`src/rtl/fib_scheduler.sv`:
```
`default_nettype none
// ============================================================================
// Module   : fib_scheduler
// Purpose  : Round-robin scheduler sharing one fibonacci engine between NREQ
//            requesters. Each job: arbitrate, clear engine, pulse start with
//            the latched operand, wait for done (bounded by TIMEOUT), return
//            the result to the granted requester.
// Ports    : clk          - system clock, rising edge
//            reset        - asynchronous active-low reset
//            req          - per-requester request level
//            req_din      - packed operands, requester i at [i*WIDTH +: WIDTH]
//            rsp_valid    - one-hot completion pulse
//            rsp_dout     - job result (valid with rsp_valid)
//            rsp_timeout  - job was aborted by the timeout
//            busy         - scheduler is not idle
//            fib_reset    - engine clear (active high)
//            fib_din      - engine operand
//            fib_start    - engine start pulse
//            fib_dout     - engine result
//            fib_done     - engine completion (level or pulse)
// Revision : 1.0 - initial release
// ============================================================================
module fib_scheduler #(
    parameter int NREQ    = 4,
    parameter int WIDTH   = 16,
    parameter int TIMEOUT = 64
) (
    input  logic                  clk,
    input  logic                  reset,
    input  logic [NREQ-1:0]       req,
    input  logic [NREQ*WIDTH-1:0] req_din,
    output logic [NREQ-1:0]       rsp_valid,
    output logic [WIDTH-1:0]      rsp_dout,
    output logic                  rsp_timeout,
    output logic                  busy,
    output logic                  fib_reset,
    output logic [WIDTH-1:0]      fib_din,
    output logic                  fib_start,
    input  logic [WIDTH-1:0]      fib_dout,
    input  logic                  fib_done
);

    localparam int PW = (NREQ > 1) ? $clog2(NREQ) : 1;
    localparam int CW = $clog2(TIMEOUT + 1);
    localparam logic [CW-1:0]   C_CNT_LAST = CW'(TIMEOUT - 1);
    localparam logic [CW-1:0]   C_CNT_MAX  = CW'(TIMEOUT);
    localparam logic [NREQ-1:0] C_ONE_HOT0 = {{(NREQ-1){1'b0}}, 1'b1};

    typedef enum logic [2:0] {
        S_IDLE  = 3'd0,
        S_CLR   = 3'd1,
        S_START = 3'd2,
        S_WAIT  = 3'd3,
        S_RESP  = 3'd4
    } state_t;

    // (base + off) mod NREQ, both operands already < NREQ
    function automatic logic [PW-1:0] f_wrap_add(input logic [PW-1:0] base,
                                                 input logic [PW-1:0] off);
        logic [PW:0] s;
        s = {1'b0, base} + {1'b0, off};
        if (s >= (PW+1)'(NREQ)) begin
            s = s - (PW+1)'(NREQ);
        end
        return s[PW-1:0];
    endfunction

    state_t            r_state;
    logic [PW-1:0]     r_ptr;
    logic [PW-1:0]     r_idx;
    logic [CW-1:0]     r_cnt;
    logic [NREQ-1:0]   r_rsp_valid;
    logic [WIDTH-1:0]  r_rsp_dout;
    logic              r_rsp_timeout;
    logic              r_busy;
    logic              r_fib_reset;
    logic              r_fib_start;
    logic [WIDTH-1:0]  r_fib_din;

    state_t            w_state_nxt;
    logic [PW-1:0]     w_ptr_nxt;
    logic [PW-1:0]     w_idx_nxt;
    logic [CW-1:0]     w_cnt_nxt;
    logic [NREQ-1:0]   w_rsp_valid_nxt;
    logic [WIDTH-1:0]  w_rsp_dout_nxt;
    logic              w_rsp_timeout_nxt;
    logic              w_fib_reset_nxt;
    logic              w_fib_start_nxt;
    logic [WIDTH-1:0]  w_fib_din_nxt;

    logic [2*NREQ-1:0] w_req_rot;
    logic              w_grant_found;
    logic [PW-1:0]     w_grant_off;
    logic [PW-1:0]     w_grant_idx;
    logic [WIDTH-1:0]  w_grant_din;

    // Rotating the request vector so bit 0 is the pointer position turns the
    // round-robin search into a plain lowest-set-bit search.
    assign w_req_rot = {req, req} >> r_ptr;

    always_comb begin
        w_grant_found = 1'b0;
        w_grant_off   = '0;
        for (int i = 0; i < NREQ; i++) begin
            if (!w_grant_found && w_req_rot[i]) begin
                w_grant_found = 1'b1;
                w_grant_off   = PW'(i);
            end
        end
    end

    assign w_grant_idx = f_wrap_add(r_ptr, w_grant_off);

    always_comb begin
        w_grant_din = '0;
        for (int i = 0; i < NREQ; i++) begin
            if (w_grant_idx == PW'(i)) begin
                w_grant_din = req_din[i*WIDTH +: WIDTH];
            end
        end
    end

    // Pulse-type outputs default to zero so they last exactly one cycle;
    // fib_din holds its value until the next grant.
    always_comb begin
        w_state_nxt       = r_state;
        w_ptr_nxt         = r_ptr;
        w_idx_nxt         = r_idx;
        w_cnt_nxt         = r_cnt;
        w_rsp_valid_nxt   = '0;
        w_rsp_dout_nxt    = '0;
        w_rsp_timeout_nxt = 1'b0;
        w_fib_reset_nxt   = 1'b0;
        w_fib_start_nxt   = 1'b0;
        w_fib_din_nxt     = r_fib_din;

        case (r_state)
            S_IDLE: begin
                if (w_grant_found) begin
                    w_state_nxt     = S_CLR;
                    w_idx_nxt       = w_grant_idx;
                    w_fib_din_nxt   = w_grant_din;
                    w_fib_reset_nxt = 1'b1;
                end
            end
            S_CLR: begin
                w_state_nxt     = S_START;
                w_fib_start_nxt = 1'b1;
            end
            S_START: begin
                w_state_nxt = S_WAIT;
                w_cnt_nxt   = '0;
            end
            S_WAIT: begin
                if (r_cnt != C_CNT_MAX) begin
                    w_cnt_nxt = r_cnt + CW'(1);
                end
                // done wins over a timeout landing in the same cycle
                if (fib_done) begin
                    w_state_nxt     = S_RESP;
                    w_rsp_valid_nxt = C_ONE_HOT0 << r_idx;
                    w_rsp_dout_nxt  = fib_dout;
                end else if (r_cnt == C_CNT_LAST) begin
                    w_state_nxt       = S_RESP;
                    w_rsp_valid_nxt   = C_ONE_HOT0 << r_idx;
                    w_rsp_dout_nxt    = '1;
                    w_rsp_timeout_nxt = 1'b1;
                end
            end
            S_RESP: begin
                w_state_nxt = S_IDLE;
                w_ptr_nxt   = f_wrap_add(r_idx, PW'(1));
            end
            default: begin
                w_state_nxt = S_IDLE;
            end
        endcase
    end

    always_ff @(posedge clk or negedge reset) begin
        if (!reset) begin
            r_state       <= S_IDLE;
            r_ptr         <= '0;
            r_idx         <= '0;
            r_cnt         <= '0;
            r_rsp_valid   <= '0;
            r_rsp_dout    <= '0;
            r_rsp_timeout <= 1'b0;
            r_busy        <= 1'b0;
            r_fib_reset   <= 1'b0;
            r_fib_start   <= 1'b0;
            r_fib_din     <= '0;
        end else begin
            r_state       <= w_state_nxt;
            r_ptr         <= w_ptr_nxt;
            r_idx         <= w_idx_nxt;
            r_cnt         <= w_cnt_nxt;
            r_rsp_valid   <= w_rsp_valid_nxt;
            r_rsp_dout    <= w_rsp_dout_nxt;
            r_rsp_timeout <= w_rsp_timeout_nxt;
            r_busy        <= (w_state_nxt != S_IDLE);
            r_fib_reset   <= w_fib_reset_nxt;
            r_fib_start   <= w_fib_start_nxt;
            r_fib_din     <= w_fib_din_nxt;
        end
    end

    assign rsp_valid   = r_rsp_valid;
    assign rsp_dout    = r_rsp_dout;
    assign rsp_timeout = r_rsp_timeout;
    assign busy        = r_busy;
    assign fib_reset   = r_fib_reset;
    assign fib_start   = r_fib_start;
    assign fib_din     = r_fib_din;

endmodule
`default_nettype wire

```
`config.mk`:
```
export PLATFORM = sky130hd
export DESIGN_NAME = fib_scheduler
export DESIGN_NICKNAME = d
export VERILOG_FILES = /design/src/rtl/fib_scheduler.sv
export SDC_FILE = /design/constraint.sdc
export NUM_CORES = 1
export LEC_CHECK = 0
export CORE_ASPECT_RATIO = 1.25
export CORE_MARGIN = 4
export CORE_UTILIZATION = 43
export CTS_CLUSTER_DIAMETER = 50
export CTS_CLUSTER_SIZE = 24
export DETAILED_ROUTE_END_ITERATION = 7
export PLACE_DENSITY_LB_ADDON = 0.12
export SLEW_MARGIN = 0
export SYNTH_ARGS = -nofsm -noshare
export SYNTH_HDL_FRONTEND = slang
export SYNTH_SLANG_ARGS = --single-unit
export TNS_END_PERCENT = 30
```
`constraint.sdc`:
```
create_clock -name clk -period 3.6 [get_ports clk]
set_clock_uncertainty 0.1 [all_clocks]
set_input_delay 0.72 -clock clk [delete_from_list [all_inputs] [get_ports clk]]
set_output_delay 0.72 -clock clk [all_outputs]
set_load 0.01 [all_outputs]
```
## Word level (Yosys, flattened, before mapping)

Index checks and enable logic that the tools add are counted.

- Flip-flop bits (word level): 54
- Output and inout bits: 40
- Word-level logic and storage cells: 73

- Add/subtract/negate cells: 5
- $lt $le $gt $ge: 2
- Eq/ne operators: 10
- Shift operators: 2
- Muxes and demuxes: 31
- Reductions and logical operators: 12

Operators by type and width:

| cell | number |
|---|---|
| 2-to-1 mux 16 bit | 7 |
| case mux 7 bit (2 select lines) | 1 |
| 2-to-1 mux 4 bit | 3 |
| case mux 3 bit (4 select lines) | 1 |
| 2-to-1 mux 1 bit | 11 |
| 2-to-1 mux 3 bit | 3 |
| 2-to-1 mux 2 bit | 4 |
| right shift 8 x 2 -> 4 bit | 1 |
| adder 7 x 1 -> 7 bit, second input constant | 1 |
| equality test 7 x 6 -> 1 bit, second input constant | 1 |
| 2-to-1 mux 7 bit | 1 |
| inequality test 7 bit, second input constant | 1 |
| equality test 3 x 2 -> 1 bit, second input constant | 2 |
| >= comparator 3 bit, second input constant | 2 |
| equality test 2 bit, second input constant | 2 |
| AND reduction 2 bit | 2 |
| << shifter 1 x 2 -> 4 bit, first input constant | 1 |
| subtractor 2 x 1 -> 2 bit, second input constant | 2 |
| adder 2 x 1 -> 3 bit, second input constant | 1 |
| adder 2 x 2 -> 3 bit | 1 |
| equality test 3 x 1 -> 1 bit, second input constant | 1 |
| equality test 3 bit, second input constant | 1 |
| logical AND 1 bit | 3 |
| logical NOT 1 bit | 3 |
| 6 further kinds | 6 |

## Longest topological paths before layout

- Word-level depth: 19
- Mapped depth: 11
- Depth with buffers taken out: 9

## Worst setup path after synthesis

No wires, ideal clock.

- Path kind: input to register
- Start: input req[2]
- End: register r_fib_din[7], in the netlist fib_din[7]
- Arrival: 2.651 ns
- Setup slack: 0.728 ns
- Cell stages on the path: 10
- Cells stage by stage: buf_6 > o21a_1 > a21oi_1 > o211ai_1 > ha_1 > clkbuf_1 > dlygate4sd1_1 > clkbuf_8 > a31oi_1 > a22o_1

- Cells in the longest elaborated chain, start to end: 19

Ends and longest elaborated chain:

| what | line | source |
|---|---|---|
| from (decl) | 30 | `input logic [NREQ-1:0] req,` |
| right shift 8 x 2 -> 4 bit * | 99 | `assign w_req_rot = {req, req} >> r_ptr;` |
| 2-to-1 mux 1 bit | 105 | `if (!w_grant_found && w_req_rot[i]) begin` |
| logical NOT 1 bit | 105 |  |
| logical AND 1 bit | 105 |  |
| 2-to-1 mux 1 bit | 105 |  |
| logical NOT 1 bit | 105 |  |
| logical AND 1 bit | 105 |  |
| 2-to-1 mux 1 bit | 105 |  |
| [... 2 more ...] | n/a |  |
| 2-to-1 mux 2 bit * | 105 |  |
| adder 2 x 2 -> 3 bit * | 61 | `s = {1'b0, base} + {1'b0, off};` |
| >= comparator 3 bit / subtractor 2 x 1 -> 2 bit (equally long branches) | 62, 63 |  |
| 2-to-1 mux 2 bit * | 62 | `if (s >= (PW+1)'(NREQ)) begin` |
| named net w_grant_idx[0] | 94 | `logic [PW-1:0] w_grant_idx;` |
| logical NOT 2 bit | 117 | `if (w_grant_idx == PW'(i)) begin` |
| 2-to-1 mux 16 bit (3 in series) | 117 |  |
| 2-to-1 mux 16 bit * | 117 |  |
| to (signal assigned) | 204 | `r_fib_din <= w_fib_din_nxt;` |
| to (decl) | 78 | `logic [WIDTH-1:0] r_fib_din;` |

The timed path passes the listed nets; every way through them passes the cells marked *.
A chain may end at the register's enable or synchronous reset.

## Final worst setup path

- Start: input req[1]
- End: register r_fib_din[12], in the netlist fib_din[12]

- Cells in the longest elaborated chain, start to end: 19

Ends and longest elaborated chain:

| what | line |
|---|---|
| right shift 8 x 2 -> 4 bit * | 99 |
| 2-to-1 mux 1 bit | 105 |
| logical NOT 1 bit | 105 |
| logical AND 1 bit | 105 |
| 2-to-1 mux 1 bit | 105 |
| logical NOT 1 bit | 105 |
| logical AND 1 bit | 105 |
| 2-to-1 mux 1 bit | 105 |
| logical NOT 1 bit | 105 |
| logical AND 1 bit | 105 |
| 2-to-1 mux 2 bit | 105 |
| adder 2 x 2 -> 3 bit | 61 |
| >= comparator 3 bit / subtractor 2 x 1 -> 2 bit (equally long branches) | 62, 63 |
| 2-to-1 mux 2 bit | 62 |
| logical NOT 2 bit | 117 |
| 2-to-1 mux 16 bit (4 in series) | 117 |

Mark *: on every way between the ends. The rest lies on a longest branch, timed or not.

==> run summary <==
Final Max Slew Viols: 0
largest net degree at the start of global routing: 36
GRT Total Usage: 16.9%
Starting Density: 44.8%
simple-gate area share of the yosys netlist: 11.1%
Chip Height: 101 um
Startpoint Class: primary input
placed cell areas: 4240 sq um
slowest CP cell: clkdlybuf4s50_1
Pwr Density: 743 nW/um^2
Hold Buf Count CTS: 0
Clk Latency, worst-skew pair: 0.30 ns
layout cell share with drive strength beyond 1: 6.21%
M2 GR Usage: 29.3%
drt first pass iters: 4
crit end category: flop
Final Net Count: 512
hold slack: 0.360 ns
DPL Wire Length: 5330 um
Routed Antenna Nets: 0
Worst Tran Pin Value: 0.711 ns
Data arrival, critical path: 3.21 ns
Filler cells: 556
Die W: 82.5 um
multi-input logic area: 1300 sq um
setup ws final: 0.529 ns
Setup CP Type: primary input to flop
DP Worst Slack: 0.204 ns
most frequent cells in the layout: clkdlybuf4s50_1 (125), dfrtp_1 (54), inv_1 (40)
gpl congestion: 0.741
vias post-DR: 2494
Clock Path Buffers: 2
IO Port Bufs: 126
first-pass GRT wire length: 10900 um
max-cap violation count: 0
top_reg_cell synth: dfrtp_1
CTS tree: built
Netlist cell types: 40
Post-CTS Setup Bufs: 0
GR Overflow Total: 0
diode count: 0
Synth Instances: 296
critical path's top delay family: buffers and inverters
Clock transition at path regs: 0.09 ns
Async SR Flop Fraction: 100%
Slew HR: 52.6%
Final Setup Violations: 0
final wirelength: 6970 um
routed len/inst: 13.8 um
worst endpoint required time: 3.74 ns
row cnt: 33
final instance area: 4380 sq um
crit path cell chain: clkdlybuf4s50_1 -> inv_1 -> nor3_1 -> a31oi_1 -> o211ai_1 -> ha_2 -> xor2_1 -> xor2_4 -> buf_4 -> mux2i_1 -> a22o_1
worst-path fanout max: 16
I/O Pins: 127
largest family of logic cells by synthesized area: compound AO/OA/AOI/OAI gates
VDD IR max: 0.367 mV
Syn Area/Cell: 10.1 sq um
HP Class: primary input to asynchronous set/reset pin
antenna violations before repair: 0
DRC viols: 0
met3 GRT Util: 5.90%
gr busiest metal: met2
mux share of post-synthesis cell area: 11.5%
syn_nets: 390
Overall Power: 3260 uW
Synth Cell Area: 2980 sq um
XOR/XNOR Fraction of Synth Area: 2.69%
final hold vios: 0
CTS buffer count: 5
met1 Use GR: 19.0%
area grow syn2layout: 47.0%
sequential area share after synthesis: 45.3%
slowest stage delay, CP: 0.55 ns
Post-Synth Adder-Cell Area: 2.94%
1st-iter DRT viols: 60
crit share post-route: 85.3%
Yosys reg bits: 54
LEAKAGE: 0.00204 uW
H-tree depth: 2
vias in the first global route: 2500
mean number of vias per cell: 4.93
number of synthesized flops with an enable pin: 0
commonest non-fill, non-tap cell in the layout: clkdlybuf4s50_1
Syn. warnings: 0
total core area: 6650 sq um
fin crit period: 3.07 ns
post-cts sizing count: 0
CTS Root Cell: clkbuf_8
register area: 1350 sq um
clock net sink count: 54
WP buf/inv: 3
Setup TNS Final: 0 ns
status: finished, final reports clean
full die area: 8340 sq um
RSZ-0062 raised after global routing: false
Max Clock Freq: 0.326 GHz
Synth Area in Compound Gates: 15.4%
[through the flow]
step / utilization (%) / cells
floorplan: - / 296
global placement: 63.8 / 498
detailed placement: 63.8 / 498
CTS: 65.9 / 506
global route: 65.9 / 506
finish: 65.9 / 506
[kinds of logic (layout without fill, tap and decap cells)]
group,count (synthesis),count (layout)
AOI/OAI and AO/OA,68,68
and+or+nand+nor,67,67
buffers and inverters,59,182
DFF,54,54
muxes,34,34
adders and majority gates,7,7
xor gates and xnor gates,7,7
[where the power goes]
part	internal [uW]	switching, uW
Clock	296	190
Combinational	942	867
Sequential	812	150
Total	2050	1210
[registers in the layout (all words and copies together), names as in the netlist]
register / flops
fib_start: 1
busy: 1
r_cnt: 7
r_state: 3
fib_reset: 1
rsp_timeout: 1
fib_din: 16
r_ptr: 2
r_idx: 2
rsp_valid: 4
rsp_dout: 16
[area by class of cell]
cell class,count,area share [%]
Clock buffer,6,1.88
Clock inverter,2,1.37
Inverter,40,3.43
Multi-Input combinational cell,183,29.7
Sequential cell,54,30.8
Tap cell,87,2.48
Timing Repair Buffer,134,30.3
[cell usage after synthesis (2+ instances only)]
| library cell | count | area share, % |
|---|---|---|
| dfrtp_1 | 54 | 45 |
| inv_1 | 40 | 5.0 |
| mux2i_1 | 33 | 11 |
| nor2_1 | 30 | 3.8 |
| a21oi_1 | 20 | 3.4 |
| a31oi_1 | 17 | 3.6 |
| a22o_1 | 16 | 4.7 |
| nand2_1 | 11 | 1.4 |
| o21ai_0 | 8 | 1.3 |
| ha_1 | 7 | 2.9 |
| clkbuf_8 | 6 | 2.8 |
| clkbuf_1 | 5 | 0.63 |
| and2_1 | 4 | 0.84 |
| nor3b_1 | 4 | 1.0 |
| xor2_1 | 4 | 1.2 |
| buf_6 | 3 | 1.1 |
| nor3_1 | 3 | 0.50 |
| nor4_1 | 3 | 0.63 |
| dlygate4sd1_1 | 2 | 0.59 |
| nand4_1 | 2 | 0.42 |
| o21a_1 | 2 | 0.50 |
| o22a_2 | 2 | 0.67 |
| or2b_1 | 2 | 0.50 |
| xnor2_1 | 2 | 0.59 |
[layer usage]
| metal | vias up | part of all wire [%] |
|---|---|---|
| met5 | - | 0 |
| met2 | 87 | 51 |
| met4 | 0 | 1.5 |
| li1 | 1250 | - |
| met3 | 8 | 9.7 |
| met1 | 1149 | 38 |
[final timing paths]
path | startpoint | end | slack [ns] | depth (start not counted)
worst max register to register | r_ptr[0] | fib_din[12] | 1.02 | 9
max in group asynchronous | reset | fib_din[6] | 2.27 | 2
worst min register to register | fib_din[5] | fib_din[5] | 0.41 | 1
min in group clk | fib_din[5] | fib_din[5] | 0.41 | 1
worst max-delay path | req[1] | fib_din[12] | 0.53 | 11
worst min-delay path | reset | rsp_timeout | 0.36 | 1
[worst reg2reg max path, delay by kind of cell (launching register included)]
family | cells | cell delay, ns
fa+ha+maj | 1 | 0.21
mux | 1 | 0.25
xor+xnor | 2 | 0.55
buf+inv | 1 | 0.29
simple gates | 1 | 0.23
flops | 1 | 0.51
compound gates | 3 | 0.39
Power figures use the tool's default switching activity.
